==> src/rtl/blackjack_pkg.sv <==
// ============================================================================
//  Module   : blackjack_pkg
//  Purpose  : Shared state encoding, outcome codes and game constants for the
//             Blackjack round sequencer.
//  Revision : 1.0  initial release
// ============================================================================
`default_nettype none

package blackjack_pkg;

    // Round sequencer states
    typedef enum logic [3:0] {
        ST_IDLE        = 4'd0,
        ST_DEAL_P1     = 4'd1,
        ST_DEAL_D1     = 4'd2,
        ST_DEAL_P2     = 4'd3,
        ST_DEAL_D2     = 4'd4,
        ST_PLAYER_TURN = 4'd5,
        ST_PLAYER_DRAW = 4'd6,
        ST_DEALER_TURN = 4'd7,
        ST_DEALER_DRAW = 4'd8,
        ST_RESOLVE     = 4'd9,
        ST_DONE        = 4'd10
    } bj_state_e;

    // Round outcome codes
    localparam logic [1:0] OUT_NONE   = 2'b00;
    localparam logic [1:0] OUT_PLAYER = 2'b01;
    localparam logic [1:0] OUT_DEALER = 2'b10;
    localparam logic [1:0] OUT_PUSH   = 2'b11;

    // Game constants
    localparam int BJ_LIMIT     = 21;
    localparam int DEALER_STAND = 17;
    localparam int ACE_BONUS    = 10;

endpackage : blackjack_pkg

`default_nettype wire

==> src/rtl/bj_hand_acc.sv <==
// ============================================================================
//  Module   : bj_hand_acc
//  Purpose  : One Blackjack hand. Accumulates clamped card values, tracks an
//             ace and produces the hard sum, effective sum and soft flag,
//             all registered.
//  Revision : 1.0  initial release
// ============================================================================
`default_nettype none

module bj_hand_acc
    import blackjack_pkg::*;
#(
    parameter int CARD_W = 4,
    parameter int SUM_W  = 5
) (
    input  logic              clk,
    input  logic              rst,
    input  logic              clear_i,
    input  logic              add_i,
    input  logic [CARD_W-1:0] value_i,
    output logic [SUM_W-1:0]  hard_o,
    output logic [SUM_W-1:0]  eff_o,
    output logic              soft_o
);

    logic [CARD_W-1:0] w_value;
    logic [SUM_W-1:0]  hard_q, hard_d;
    logic [SUM_W-1:0]  eff_q, eff_d;
    logic              ace_q, ace_d;
    logic              soft_q, soft_d;

    // Next hand value: clamp the card, add it, then decide whether the ace counts as 11
    always_comb begin
        w_value = value_i;
        if (value_i == '0 || value_i > CARD_W'(10)) begin
            w_value = CARD_W'(10);
        end
        hard_d = hard_q;
        ace_d  = ace_q;
        if (clear_i) begin
            hard_d = '0;
            ace_d  = 1'b0;
        end else if (add_i) begin
            hard_d = hard_q + SUM_W'(w_value);
            ace_d  = ace_q | (w_value == CARD_W'(1));
        end
        soft_d = ace_d && (hard_d <= SUM_W'(BJ_LIMIT - ACE_BONUS));
        eff_d  = soft_d ? (hard_d + SUM_W'(ACE_BONUS)) : hard_d;
    end

    // Hand registers; effective sum and soft flag are stored with the hard sum
    always_ff @(posedge clk) begin
        if (rst) begin
            hard_q <= '0;
            eff_q  <= '0;
            ace_q  <= 1'b0;
            soft_q <= 1'b0;
        end else begin
            hard_q <= hard_d;
            eff_q  <= eff_d;
            ace_q  <= ace_d;
            soft_q <= soft_d;
        end
    end

    assign hard_o = hard_q;
    assign eff_o  = eff_q;
    assign soft_o = soft_q;

endmodule : bj_hand_acc

`default_nettype wire

==> src/rtl/blackjack_round_ctrl.sv <==
// ============================================================================
//  Module   : blackjack_round_ctrl
//  Purpose  : Blackjack round sequencer. Edge-detects the buttons, deals four
//             cards over a req/valid handshake, runs player hit/stand and the
//             dealer draw-to-17 policy, and latches the round outcome.
//  Options  : BJ_DEALER_HIT_SOFT17_EN - when defined the dealer also draws on
//             a soft 17; otherwise the dealer stands on every 17.
//  Revision : 1.0  initial release
// ============================================================================
`default_nettype none

module blackjack_round_ctrl
    import blackjack_pkg::*;
#(
    parameter int CARD_W = 4,
    parameter int SUM_W  = 5
) (
    input  logic              CLOCK_50,
    input  logic              reset,
    input  logic              deal_btn,
    input  logic              hit_btn,
    input  logic              stand_btn,
    output logic              card_req,
    input  logic              card_valid,
    input  logic [CARD_W-1:0] card_value,
    output logic [SUM_W-1:0]  player_sum,
    output logic [SUM_W-1:0]  dealer_sum,
    output logic              player_soft,
    output logic              player_turn,
    output logic [1:0]        outcome,
    output logic              round_done
);

`ifdef BJ_DEALER_HIT_SOFT17_EN
    localparam bit HIT_SOFT17 = 1'b1;
`else
    localparam bit HIT_SOFT17 = 1'b0;
`endif

    bj_state_e        state_q;
    logic             card_req_q, player_turn_q, round_done_q;
    logic [1:0]       outcome_q;
    logic             deal_q, hit_q, stand_q;
    logic             deal_press_q, hit_press_q, stand_press_q;

    logic             w_xfer, w_clear, w_p_add, w_d_add, w_dealer_draw;
    logic [1:0]       w_outcome;
    logic [SUM_W-1:0] w_p_hard, w_p_eff, w_d_hard, w_d_eff;
    logic             w_p_soft, w_d_soft;

    // Button edge detection; the press pulse is registered before the FSM sees it
    always_ff @(posedge CLOCK_50) begin
        if (reset) begin
            deal_q        <= 1'b0;
            hit_q         <= 1'b0;
            stand_q       <= 1'b0;
            deal_press_q  <= 1'b0;
            hit_press_q   <= 1'b0;
            stand_press_q <= 1'b0;
        end else begin
            deal_q        <= deal_btn;
            hit_q         <= hit_btn;
            stand_q       <= stand_btn;
            deal_press_q  <= deal_btn && !deal_q;
            hit_press_q   <= hit_btn && !hit_q;
            stand_press_q <= stand_btn && !stand_q;
        end
    end

    // Hand control decode: which hand takes the transferring card, and new-round clear
    always_comb begin
        w_xfer  = card_req_q && card_valid;
        w_clear = deal_press_q && (state_q == ST_IDLE || state_q == ST_DONE);
        w_p_add = w_xfer && (state_q == ST_DEAL_P1 || state_q == ST_DEAL_P2 ||
                             state_q == ST_PLAYER_DRAW);
        w_d_add = w_xfer && (state_q == ST_DEAL_D1 || state_q == ST_DEAL_D2 ||
                             state_q == ST_DEALER_DRAW);
    end

    bj_hand_acc #(.CARD_W(CARD_W), .SUM_W(SUM_W)) u_player_hand (
        .clk     (CLOCK_50),
        .rst     (reset),
        .clear_i (w_clear),
        .add_i   (w_p_add),
        .value_i (card_value),
        .hard_o  (w_p_hard),
        .eff_o   (w_p_eff),
        .soft_o  (w_p_soft)
    );

    bj_hand_acc #(.CARD_W(CARD_W), .SUM_W(SUM_W)) u_dealer_hand (
        .clk     (CLOCK_50),
        .rst     (reset),
        .clear_i (w_clear),
        .add_i   (w_d_add),
        .value_i (card_value),
        .hard_o  (w_d_hard),
        .eff_o   (w_d_eff),
        .soft_o  (w_d_soft)
    );

    // Dealer policy and outcome decision; bust is judged on the hard sum since eff never exceeds 21 via the ace bonus
    always_comb begin
        w_dealer_draw = (w_d_eff < SUM_W'(DEALER_STAND)) ||
                        (HIT_SOFT17 && w_d_soft && (w_d_eff == SUM_W'(DEALER_STAND)));
        if (w_p_hard > SUM_W'(BJ_LIMIT)) begin
            w_outcome = OUT_DEALER;
        end else if (w_d_hard > SUM_W'(BJ_LIMIT)) begin
            w_outcome = OUT_PLAYER;
        end else if (w_p_eff > w_d_eff) begin
            w_outcome = OUT_PLAYER;
        end else if (w_d_eff > w_p_eff) begin
            w_outcome = OUT_DEALER;
        end else begin
            w_outcome = OUT_PUSH;
        end
    end

    // Round FSM; a card state holds card_req until the transfer, then advances on the following cycle
    always_ff @(posedge CLOCK_50) begin
        if (reset) begin
            state_q       <= ST_IDLE;
            card_req_q    <= 1'b0;
            player_turn_q <= 1'b0;
            outcome_q     <= OUT_NONE;
            round_done_q  <= 1'b0;
        end else begin
            player_turn_q <= 1'b0;
            if (w_xfer) begin
                card_req_q <= 1'b0;
            end
            case (state_q)
                ST_IDLE: begin
                    if (deal_press_q) begin
                        state_q    <= ST_DEAL_P1;
                        card_req_q <= 1'b1;
                    end
                end
                ST_DEAL_P1: begin
                    if (!card_req_q) begin
                        state_q    <= ST_DEAL_D1;
                        card_req_q <= 1'b1;
                    end
                end
                ST_DEAL_D1: begin
                    if (!card_req_q) begin
                        state_q    <= ST_DEAL_P2;
                        card_req_q <= 1'b1;
                    end
                end
                ST_DEAL_P2: begin
                    if (!card_req_q) begin
                        state_q    <= ST_DEAL_D2;
                        card_req_q <= 1'b1;
                    end
                end
                ST_DEAL_D2: begin
                    if (!card_req_q) begin
                        if (w_p_eff == SUM_W'(BJ_LIMIT)) begin
                            state_q <= ST_DEALER_TURN;
                        end else begin
                            state_q       <= ST_PLAYER_TURN;
                            player_turn_q <= 1'b1;
                        end
                    end
                end
                ST_PLAYER_TURN: begin
                    if (stand_press_q) begin
                        state_q <= ST_DEALER_TURN;
                    end else if (hit_press_q) begin
                        state_q    <= ST_PLAYER_DRAW;
                        card_req_q <= 1'b1;
                    end else begin
                        player_turn_q <= 1'b1;
                    end
                end
                ST_PLAYER_DRAW: begin
                    if (!card_req_q) begin
                        if (w_p_hard > SUM_W'(BJ_LIMIT)) begin
                            state_q <= ST_RESOLVE;
                        end else if (w_p_eff == SUM_W'(BJ_LIMIT)) begin
                            state_q <= ST_DEALER_TURN;
                        end else begin
                            state_q       <= ST_PLAYER_TURN;
                            player_turn_q <= 1'b1;
                        end
                    end
                end
                ST_DEALER_TURN: begin
                    if (w_dealer_draw) begin
                        state_q    <= ST_DEALER_DRAW;
                        card_req_q <= 1'b1;
                    end else begin
                        state_q <= ST_RESOLVE;
                    end
                end
                ST_DEALER_DRAW: begin
                    if (!card_req_q) begin
                        state_q <= ST_DEALER_TURN;
                    end
                end
                ST_RESOLVE: begin
                    outcome_q    <= w_outcome;
                    round_done_q <= 1'b1;
                    state_q      <= ST_DONE;
                end
                ST_DONE: begin
                    if (deal_press_q) begin
                        outcome_q    <= OUT_NONE;
                        round_done_q <= 1'b0;
                        state_q      <= ST_DEAL_P1;
                        card_req_q   <= 1'b1;
                    end
                end
                default: begin
                    state_q    <= ST_IDLE;
                    card_req_q <= 1'b0;
                end
            endcase
        end
    end

    assign card_req    = card_req_q;
    assign player_sum  = w_p_eff;
    assign dealer_sum  = w_d_eff;
    assign player_soft = w_p_soft;
    assign player_turn = player_turn_q;
    assign outcome     = outcome_q;
    assign round_done  = round_done_q;

endmodule : blackjack_round_ctrl

`default_nettype wire
==> config.mk <==
export PLATFORM = sky130hd
export DESIGN_NAME = blackjack_round_ctrl
export DESIGN_NICKNAME = d
export VERILOG_FILES = /design/src/rtl/blackjack_pkg.sv /design/src/rtl/bj_hand_acc.sv /design/src/rtl/blackjack_round_ctrl.sv
export SDC_FILE = /design/constraint.sdc
export NUM_CORES = 1
export LEC_CHECK = 0
export CORE_MARGIN = 5
export CORE_UTILIZATION = 54
export DETAILED_ROUTE_END_ITERATION = 8
export GPL_ROUTABILITY_DRIVEN = 0
export PLACE_DENSITY = 0.85
export SYNTH_ARGS = -nofsm -noshare
export SYNTH_HDL_FRONTEND = slang
export SYNTH_SLANG_ARGS = --single-unit
==> constraint.sdc <==
create_clock -name CLOCK_50 -period 6.68 [get_ports CLOCK_50]
set_input_delay 0.668 -clock CLOCK_50 [delete_from_list [all_inputs] [get_ports CLOCK_50]]
set_output_delay 0.668 -clock CLOCK_50 [all_outputs]
set_load 0.02 [all_outputs]
== Word-level counts from Yosys, hierarchy flattened ==
Cells that the tools add are included.
Word-level totals
  register bits after elaboration: 38
  input port bits: 10
Cells by class
  add/subtract/negate cells: 4
  magnitude comparators: 8
  equality and inequality tests: 21
  multiplexer cells: 46
  bitwise gates (word level): 2
  reductions and logical operators: 26
Operators by type and width (number)
  $mux W4: 11
  $pmux W4 S10: 1
  $mux W5: 6
  $mux W1: 19
  $eq A4 B3 Y1 const B: 4
  $ne A2 B2 Y1 const B: 7
  $eq A4 B4 Y1 const B: 3
  $add A5 B4 Y5: 2
  $add A5 B4 Y5 const B: 2
  $gt A5 B5 Y1: 2
  $gt A5 B5 Y1 const B: 2
  $le A5 B4 Y1 const B: 2
  $mux W2: 5
  $logic_and A1 B1 Y1: 9
  $eq A4 B1 Y1 const B: 2
  $eq A4 B2 Y1 const B: 2
  $logic_not A4 Y1: 2
  $reduce_and A8 Y1: 1
  $logic_or A1 B1 Y1: 6
  $eq A5 B5 Y1 const B: 1
  $lt A5 B5 Y1 const B: 1
  $pmux W1 S5: 1
  $gt A4 B4 Y1 const B: 1
  $pmux W2 S2: 1
  11 further kinds: 14

== Depth between registers and ports, before layout ==
  word-level depth: 9
  depth in mapped cells: 12
  depth with buffers taken out: 12

== Modules after synthesis ==
From an unflattened synthesis, not the netlist that was laid out.
Second synthesis, totals
  cell total of the unflattened synthesis: 289
  area, all modules: 2448.6 um^2
By module, submodules not included
  bj_hand_acc: instances 2, cells an instance 76, area each 709.4 um^2
  blackjack_round_ctrl: instances 1, cells an instance 137, area each 1029.7 um^2

== Worst setup path after synthesis ==
OpenSTA, ideal clock, no wires.
  kind: input to register
  from: input port card_value[1]
  to: register u_player_hand.eff_q[3], in the netlist u_player_hand.eff_o[3]
  arrival time: 3.077 ns
  data required time: 6.558 ns
  setup slack: 3.481 ns
  cell stages on the path: 12
  path buffers: 0
  cells stage by stage: or2_2 > a21boi_0 > ha_1 > inv_1 > fa_1 > xor2_1 > mux2i_2 > inv_1 > ha_1 > a41oi_1 > nand2_1 > o311a_1
Between the ends
  word-level cells in the longest chain between the ends: 9
RTL lines
  from (decl): RTL line blackjack_round_ctrl.sv:25  | input logic [CARD_W-1:0] card_value,
  $gt A4 B4 Y1 / $logic_not A4 Y1 (equally long branches): RTL line bj_hand_acc.sv:35  | if (value_i == '0 || value_i > CARD_W'(10)) begin
  $logic_or A1 B1 Y1: RTL line bj_hand_acc.sv:35
  $mux W4 *: RTL line bj_hand_acc.sv:35
  $add A5 B4 Y5 *: RTL line bj_hand_acc.sv:44  | hard_d = hard_q + SUM_W'(w_value);
  $mux W5 *: RTL line bj_hand_acc.sv:43  | end else if (add_i) begin
  $mux W5 *: RTL line bj_hand_acc.sv:40  | if (clear_i) begin
  named net u_player_hand.hard_d[2]: RTL line bj_hand_acc.sv:27  | logic [SUM_W-1:0] hard_q, hard_d;
  $le A5 B4 Y1: RTL line bj_hand_acc.sv:47  | soft_d = ace_d && (hard_d <= SUM_W'(BJ_LIMIT - ACE_BONUS));
  $logic_and A1 B1 Y1: RTL line bj_hand_acc.sv:47
  $mux W5 *: RTL line bj_hand_acc.sv:48  | eff_d = soft_d ? (hard_d + SUM_W'(ACE_BONUS)) : hard_d;
  to (signal assigned): RTL line bj_hand_acc.sv:55  | eff_q <= '0;
  to (signal assigned): RTL line bj_hand_acc.sv:60  | eff_q <= eff_d;
  to (decl): RTL line bj_hand_acc.sv:28  | logic [SUM_W-1:0] eff_q, eff_d;
The timed path passes the listed nets; every way through them passes the cells marked *.
A chain may end at the register's enable or synchronous reset.

== Final worst setup path ==
  from: input port card_value[2]
  to: register u_player_hand.eff_q[3], in the netlist u_player_hand.eff_o[3]
The elaborated chain is that of the path after synthesis.

==> run metrics <==
hold violation count in the final report=0; worst-skew pair later-pin latency=approximately 290 ps; area growth from synthesis to layout=14.09%; flop and latch count out of synthesis=36; post-placement cell count=around 360; Worst Hold Class=reg2reg; HPWL after detailed placement=between 4000 and 5000 um; cell area after synthesis=2432 um2; clock-pin slew on the worst setup and hold paths=70 ps; FF-to-FF End=u_dealer_hand.eff_o[4]$_SDFF_PP0_; number of pins exceeding their max-slew limit in the final report=0; Max Root-Sink Buffers=2; average wire length per cell after detail routing=~16 um; maxcap violations=0; detailed router's first-iteration violation count=between 200 and 250; number of H-tree branching levels=2; Period Utilization, post-route=~56%; count of final setup violators=0; DRC violations left=0; number of flops mapped to enable cells by yosys=0; Synth area leaders=dfxtp_1 30%, ha_1 8.7%, a21oi_1 4.5%; maximum number of pins on one net before global-route repair=28; Worst slew margin=33.22%; Die Height=77.12 um; global-route wire length before repair=~9700 um; final critical-path required period=~3700 ps; crit end category=register; WHS Endpoint=deal_press_q$_SDFF_PP0_; origin of the critical flop-to-flop path=state_q[2]$_SDFFE_PP0P_; leading cell type by number of instances after synthesis=dfxtp_1; die outline area=just under 6000 um2; Setup Buffers After CTS=0; startpoint of the worst hold path=deal_q$_SDFF_PP0_; Synth top cells by count=36 x dfxtp_1, 28 x nor2_1, 22 x a21oi_1; number of rows created at floorplan=24; Initial Util=55.86%; proportion of synthesized chip area in sequential cells=29.63%; number of search-and-repair iterations in the first detailed-routing pass=4; Post-Route WL=roughly 5700 um; DRT antenna net count=0; crit path DAT=between 3000 and 4000 ps; global routing usage summed across all routing layers=between 15 and 20%; f_max=approximately 0.27 GHz; share of post-route cells with drive strength above 1=8.360%; Final Non-Filler Cells=roughly 360; setup slack of the worst register-to-register path=between 3000 and 4000 ps; final clock skew=5.025 ps; critical setup path kind=in2reg; Critical Path Source Type=primary input; count of antenna diodes in the layout=0; maximum fanout along the worst path=6; remaining global-route overflow=0; number of buffers added on ports=25; Synth warnings=0; slew of the pin with the lowest slew margin=between 900 and 1000 ps; number of fill cells=approximately 370; synthesized area divided by synthesized cell count=around 8.4 um2; CTS Hold Bufs=0; number of ports placed on the die boundary=26; worst-case reg-to-reg path depth=8; standby leakage power=approximately 1.1 nW; library cell with the largest summed area after synthesis=dfxtp_1; via count=2166; count of different cell masters after synthesis=between 60 and 70; instance count of the mapped netlist=290; detailed-route vias per instance=roughly 6.0; clk sink count=36; Multi-input gate area=~1600 um2; asr flop ratio synth=0%; final sum of negative setup slack=0 ps; core area=approximately 4400 um2; Die X=slightly below 80 um; Post-synth top flop=dfxtp_1; critical path required time=just under 7000 ps; via count of the first global-routing pass=2043; power per cell area=262.9 nW/um2; Post-Syn Nets=about 320; setup repair after global routing missed its margin=no; result of the run=finished clean; share of Yosys cell area claimed by the top area cell type=about 30%; antenna violations before repair=0; clock root buffer=clkbuf_8; post-cts sizing count=0; CTS tree=yes; instance count along the most critical hold path=1; NumNets Final=about 340; Num CTS Buffers=5; FF/Latch Area=between 700 and 800 um2; VDD IR-drop max=0.0001611 V
[state kept, by name, indices dropped and copies added, names as in the netlist]
name,count
outcome,2
stand_press_q,1
u_dealer_hand.eff_o,5
state_q,4
player_turn,1
round_done,1
deal_q,1
hit_press_q,1
u_player_hand.eff_o,4
u_dealer_hand.hard_o,4
u_player_hand.hard_o,5
hit_q,1
u_player_hand.ace_q,1
stand_q,1
u_player_hand.soft_o,1
u_dealer_hand.ace_q,1
deal_press_q,1
card_req,1
[power breakdown]
group | switching, mW | total, mW | internal, mW
logic | 0.144 | 0.267 | 0.123
registers | 0.0661 | 0.300 | 0.234
clock network | 0.0781 | 0.162 | 0.0841
[worst max-delay path by stage]
stage / end / depth (start not counted) / startpoint
global placement: u_player_hand.eff_o[3]$_SDFF_PP0_ / 13 / card_value[2]
CTS: u_player_hand.eff_o[3]$_SDFF_PP0_ / 13 / card_value[2]
floorplan: u_player_hand.eff_o[3]$_SDFF_PP0_ / 12 / card_value[1]
global route: u_player_hand.eff_o[3]$_SDFF_PP0_ / 13 / card_value[2]
finish: u_player_hand.eff_o[3]$_SDFF_PP0_ / 13 / card_value[2]
detailed placement: u_player_hand.eff_o[3]$_SDFF_PP0_ / 13 / card_value[2]
[stage by stage]
step / instance area, um2 / hold WS, ps / utilization, % / power (mW) / setup slack [ps]
2_1_floorplan: 2432 / 367.4 / - / 0.5030 / 3481
3_3_place_gp: 2685 / 369.9 / 61.67 / 0.5580 / 2877
3_5_place_dp: 2685 / 376.7 / 61.67 / 0.5669 / 2698
4_1_cts: 2775 / 386.2 / 63.74 / 0.7250 / 2992
5_1_grt: 2775 / 390.7 / 63.74 / 0.7778 / 2712
6_report: 2775 / 384.2 / 63.74 / 0.7296 / 2970
[layout by cell type, fill, tap and decap left out, types with 6 or more instances in the layout]
cell type	count
a21oi_1	22
clkbuf_8	6
clkdlybuf4s50_1	25
dfxtp_1	36
ha_1	17
inv_1	20
nand2_1	15
nand3_1	6
nor2_1	28
nor2b_1	10
o21ai_0	13
[final cells by class]
type,count,area share (%)
clock buffers,8,3.246
inverters,20,2.705
multi-input cells,222,56.72
flip-flops and latches,36,25.97
well taps,52,2.344
repair buffers,25,9.017
[worst max-delay path: stages]
cell and delay (ps):
clkdlybuf4s50_1 470, or2_2 310, a21boi_0 310, ha_1 230
inv_1 60, fa_1 390, xor2_1 180, mux2i_2 290
inv_1 150, ha_1 230, a41oi_1 220, nand2_1 90
o311a_1 300
[kinds of logic after synthesis]
kind of cell,after synthesis,share of synthesized area (%)
AO/OA/AOI/OAI,94,27.83
XOR/XNOR,5,2.109
adder cells (fa/ha/maj),19,10.39
buffers and inverters,32,5.658
flip-flops,36,29.63
multiplexers,6,2.829
AND/OR/NAND/NOR,98,21.55
[per-layer routing]
layer,vias to the layer above,share of wire (%),GRT usage [%]
met5,-,0,0
met1,1009,46,26.51
met4,0,0.77,5.155
met3,5,6.1,3.747
met2,56,47,32.00
li1,1096,-,-
No activity file was read; power rests on OpenSTA's default activity.
